$ cat src/rtl/bht_update_queue_pkg.sv
// Shared types for the resolved-branch update queue feeding the gshare BHT.
package bht_update_queue_pkg;

    localparam int unsigned VLEN = 64;

    // Update record handed to the BHT.
    typedef struct packed {
        logic            valid;
        logic [VLEN-1:0] pc;
        logic            taken;
    } bht_update_t;

    // One buffered resolved-branch outcome.
    typedef struct packed {
        logic [VLEN-1:0] pc;
        logic            taken;
        logic            mispred;
    } brq_entry_t;

    // Build a valid BHT update from a queue entry.
    function automatic bht_update_t make_update(input brq_entry_t e);
        bht_update_t u;
        u.valid = 1'b1;
        u.pc    = e.pc;
        u.taken = e.taken;
        return u;
    endfunction

endpackage

$ cat src/rtl/bht_update_queue_fifo.sv
// Small in-order FIFO with synchronous flush; pointers wrap naturally (DEPTH is a power of 2).
module bht_update_queue_fifo #(
    parameter int unsigned DEPTH = 4,
    parameter type         dtype = logic
) (
    input  logic clk_i,
    input  logic rst_ni,
    input  logic flush_i,
    input  logic testmode_i,
    input  logic push_i,
    input  dtype data_i,
    input  logic pop_i,
    output dtype data_o,
    output logic full_o,
    output logic empty_o
);

    localparam int unsigned ADDR_W = (DEPTH > 1) ? $clog2(DEPTH) : 1;
    localparam int unsigned CNT_W  = ADDR_W + 1;

    logic [ADDR_W-1:0] rd_ptr_q;
    logic [ADDR_W-1:0] wr_ptr_q;
    logic [CNT_W-1:0]  cnt_q;
    dtype              mem_q [DEPTH];
    logic              push_ok;
    logic              pop_ok;
    logic              unused_testmode;

    // No clock gating here, so test mode has no effect.
    assign unused_testmode = testmode_i;

    // Status and head-of-queue view.
    assign full_o  = (cnt_q == CNT_W'(DEPTH));
    assign empty_o = (cnt_q == '0);
    assign data_o  = mem_q[rd_ptr_q];
    assign push_ok = push_i & ~full_o;
    assign pop_ok  = pop_i & ~empty_o;

    // Pointer, occupancy and storage update.
    always_ff @(posedge clk_i or negedge rst_ni) begin
        if (!rst_ni) begin
            rd_ptr_q <= '0;
            wr_ptr_q <= '0;
            cnt_q    <= '0;
            for (int unsigned i = 0; i < DEPTH; i++) begin
                mem_q[i] <= '0;
            end
        end else if (flush_i) begin
            rd_ptr_q <= '0;
            wr_ptr_q <= '0;
            cnt_q    <= '0;
        end else begin
            if (push_ok) begin
                mem_q[wr_ptr_q] <= data_i;
                wr_ptr_q        <= wr_ptr_q + ADDR_W'(1);
            end
            if (pop_ok) begin
                rd_ptr_q <= rd_ptr_q + ADDR_W'(1);
            end
            cnt_q <= cnt_q + CNT_W'(push_ok) - CNT_W'(pop_ok);
        end
    end

endmodule

$ cat src/rtl/bht_update_queue.sv
// Buffers resolved-branch outcomes in order and issues one BHT update per cycle;
// a mispredicted update is followed by a one-cycle FTQ flush pulse.
module bht_update_queue
    import bht_update_queue_pkg::*;
#(
    parameter int unsigned DEPTH      = 4,
    parameter int unsigned DROP_CNT_W = 8
) (
    input  logic                  clk_i,
    input  logic                  rst_i,
    input  logic                  flush_i,
    input  logic                  debug_mode_i,
    input  logic                  resolve_valid_i,
    input  logic [VLEN-1:0]       resolve_pc_i,
    input  logic                  resolve_taken_i,
    input  logic                  resolve_mispred_i,
    output logic                  resolve_ready_o,
    output bht_update_t           bht_update_o,
    output logic                  flush_ftq_o,
    output logic [DROP_CNT_W-1:0] drop_cnt_o
);

    typedef enum logic [0:0] {
        RUN       = 1'b0,
        FTQ_FLUSH = 1'b1
    } state_e;

    state_e                state_q;
    state_e                state_d;
    logic                  full;
    logic                  empty;
    logic                  push;
    logic                  drop;
    logic                  pop;
    brq_entry_t            push_entry;
    brq_entry_t            head;
    logic [DROP_CNT_W-1:0] drop_cnt_q;

    // Pushes are never back-pressured; a full queue drops and counts instead.
    assign push = resolve_valid_i & ~full & ~flush_i;
    assign drop = resolve_valid_i & full & ~flush_i;

    assign push_entry.pc      = resolve_pc_i;
    assign push_entry.taken   = resolve_taken_i;
    assign push_entry.mispred = resolve_mispred_i;

    assign resolve_ready_o = ~full;
    assign drop_cnt_o      = drop_cnt_q;

    bht_update_queue_fifo #(
        .DEPTH (DEPTH),
        .dtype (brq_entry_t)
    ) i_fifo (
        .clk_i      (clk_i),
        .rst_ni     (~rst_i),
        .flush_i    (flush_i),
        .testmode_i (1'b0),
        .push_i     (push),
        .data_i     (push_entry),
        .pop_i      (pop),
        .data_o     (head),
        .full_o     (full),
        .empty_o    (empty)
    );

    // State register.
    always_ff @(posedge clk_i or posedge rst_i) begin
        if (rst_i) begin
            state_q <= RUN;
        end else begin
            state_q <= state_d;
        end
    end

    // Issue from the head and sequence the post-mispredict FTQ flush pulse.
    always_comb begin
        state_d      = state_q;
        pop          = 1'b0;
        flush_ftq_o  = 1'b0;
        bht_update_o = '0;
        case (state_q)
            RUN: begin
                if (!empty && !debug_mode_i && !flush_i) begin
                    pop          = 1'b1;
                    bht_update_o = make_update(head);
                    if (head.mispred) begin
                        state_d = FTQ_FLUSH;
                    end
                end
            end
            FTQ_FLUSH: begin
                flush_ftq_o = 1'b1;
                state_d     = RUN;
            end
        endcase
    end

    // Saturating count of outcomes lost to a full queue; only reset clears it.
    always_ff @(posedge clk_i or posedge rst_i) begin
        if (rst_i) begin
            drop_cnt_q <= '0;
        end else if (drop && (drop_cnt_q != '1)) begin
            drop_cnt_q <= drop_cnt_q + DROP_CNT_W'(1);
        end
    end

endmodule
$ cat config.mk
export PLATFORM = sky130hd
export DESIGN_NAME = bht_update_queue
export DESIGN_NICKNAME = d
export VERILOG_FILES = /design/src/rtl/bht_update_queue_pkg.sv /design/src/rtl/bht_update_queue_fifo.sv /design/src/rtl/bht_update_queue.sv
export SDC_FILE = /design/constraint.sdc
export NUM_CORES = 1
export LEC_CHECK = 0
export ABC_AREA = 1
export ABC_CLOCK_PERIOD_IN_PS = 8890
export CORE_ASPECT_RATIO = 2
export CORE_UTILIZATION = 53
export CTS_BUF_LIST = sky130_fd_sc_hd__clkbuf_8
export CTS_CLUSTER_DIAMETER = 50
export DETAILED_ROUTE_END_ITERATION = 10
export HOLD_SLACK_MARGIN = 0.06
export PLACE_DENSITY = 0.78
export SYNTH_ARGS = -nofsm -noshare
export SYNTH_HDL_FRONTEND = slang
export SYNTH_HIERARCHICAL = 1
export SYNTH_SLANG_ARGS = --single-unit
$ cat constraint.sdc
create_clock -name clk_i -period 8.89 [get_ports clk_i]
set_input_delay 1.3335 -clock clk_i [delete_from_list [all_inputs] [get_ports clk_i]]
set_output_delay 1.3335 -clock clk_i [all_outputs]
set_load 0.02 [all_outputs]
==> impl_metrics.json <==
{
  "finClkSkew_ps": 15.6,
  "drc": 0,
  "rr_startpoint": "i_fifo/rd_ptr_q[0]$_DFFE_PN0P_",
  "wl_um": 41900,
  "grt_pass1_wl_um": 68800,
  "cts_buffers": 40,
  "final_hold_viol_count": 0,
  "p_leak_nw": 8.26,
  "cp-end-kind": "output port",
  "root_buffer": "clkbuf_8",
  "regArea_um2": 7010,
  "viasPerCell": 6.10,
  "hold_class": "flip-flop to flip-flop",
  "num_vias": 13600,
  "outcome": "complete, no violations",
  "clk_pin_slew_ps": 60,
  "postRouteAntennaNets": 0,
  "path_class": "flip-flop to output port",
  "cp.arrival_ps": 4240,
  "cap_violations": 0,
  "fin_crit_ps": 5570,
  "rsz0062_at_grt": "no",
  "final_cells": 2230,
  "ioPinCount": 147,
  "setup_viol_count_final": 0,
  "path_max_fanout": 73,
  "place_ws_ps": 3860,
  "dp_hpwl_um": 21200,
  "synth_area_per_cell_um2": 7.75,
  "layout_common_cells": "nand2_1 (638), dfrtp_1 (277), nand4_1 (268)",
  "layout_setup_ws_ps": 3320,
  "worstMarginPinSlew_ps": 1110,
  "grt_antenna_before_repair": 2,
  "core_um2": 26300,
  "cts_resized": 0,
  "drive_above_1_share_pct": 4.89,
  "ys.warnings.count": 6,
  "std_cell_rows": 84,
  "layout_commonest_cell": "nand2_1",
  "irDropWorstVdd_mv": 0.166,
  "powerDensity_nw_per_um2": 252,
  "crit_path_start": "i_fifo/rd_ptr_q[0]$_DFFE_PN0P_",
  "cts_buffer_depth": 3,
  "tns_ps": 0,
  "finalCritPeriodShare_pct": 62.7,
  "grt_max_degree": 266,
  "dieWidth_um": 117,
  "grt_pass1_vias": 13500,
  "post-cts-setup-buffer-count": 0,
  "multi_input_area_um2": 6210,
  "cts_tree": "done",
  "h-tree-depth": 2,
  "area_growth_pct": 14.6,
  "slew_headroom_pct": 26.0,
  "grt-ovfl-total": 0,
  "crit_path_start_kind": "flip-flop",
  "first_iter_violations": 1297,
  "critPathRequiredTime_ps": 7560,
  "dieArea_um2": 27300,
  "start_util_pct": 53.7,
  "drv_slew": 0,
  "finalNetCount": 1935,
  "grt_usage_pct": 31.1,
  "design_area_um2": 16200,
  "drt-wirelength-per-cell_um": 18.8,
  "syn_area_um2": 14100,
  "clock.fmax_mhz": 179,
  "portBuffers": 146,
  "synthesis.nets": 1901,
  "placed_cells": 2158,
  "min_from": "i_fifo/mem_q[67]$_DFFE_PN0P_",
  "hold_slack_ps": 474,
  "cts_sinks": 280,
  "worstSkewPairLatency_ps": 540,
  "n_fill_cell": 2371,
  "netlist_instances": 1822,
  "dr.pass1.iters": 5,
  "cts_hold_buf": 0,
  "placed_area_um2": 15400,
  "gp_congestion": 0.841,
  "die_h_um": 233
}
-- cell type report --
cell class	count	area share, %
Antenna cell	3	0.0464
Timing Repair Buffer	165	10.1
Inverter	24	0.619
Multi-Input combinational cell	1345	38.4
Tap cell	344	2.66
Clock buffer	49	4.17
Clock inverter	20	0.681
Sequential cell	280	43.4
-- metrics by stage --
step | utilization, % | power (W)
floorplan | - | 0.00268
global placement | 58.6 | 0.00303
detailed placement | 58.6 | 0.00306
CTS | 61.5 | 0.00408
global route | 61.6 | 0.00433
finish | 61.6 | 0.00407
-- state kept, by name (all words and copies together), names as in the netlist --
signal / flops
i_fifo/cnt_q: 3
i_fifo/wr_ptr_q: 2
drop_cnt_o: 8
i_fifo/rd_ptr_q: 2
state_q: 1
i_fifo/mem_q: 264
-- routing by layer --
metal,vias up,part of all wire (%),GRT usage [%]
met3,120,7.2,2.92
met2,659,49,52.4
met5,-,0,0
li1,6227,-,-
met4,0,5.0,18.5
met1,6598,38,38.9
-- power by group --
group | switching [W] | total (W) | internal [W]
clock network | 0.000486 | 0.00101 | 0.000527
logic | 0.000739 | 0.00116 | 0.000420
registers | 0.000225 | 0.00190 | 0.00167
-- critical path: stages (launching register included) --
cell             delay (ps)
dfrtp_4                 920
clkinv_2                920
buf_4                   660
o21ai_0                 270
o22ai_1                 170
nand2_1                 100
nor2_1                   50
clkdlybuf4s50_1         550
-- final timing paths --
path	cells after the start	slack [ps]	endpoint
min in group asynchronous	2	1220	i_fifo/mem_q[15]$_DFFE_PN0P_
max reg2reg	6	5750	state_q$_DFF_PP0_
min	2	470	i_fifo/mem_q[67]$_DFFE_PN0P_
max in group asynchronous	3	6240	i_fifo/rd_ptr_q[0]$_DFFE_PN0P_
max	7	3320	bht_update_o[63]
min reg2reg	2	470	i_fifo/mem_q[67]$_DFFE_PN0P_
Note: power is estimated with default switching activity, not from simulation.
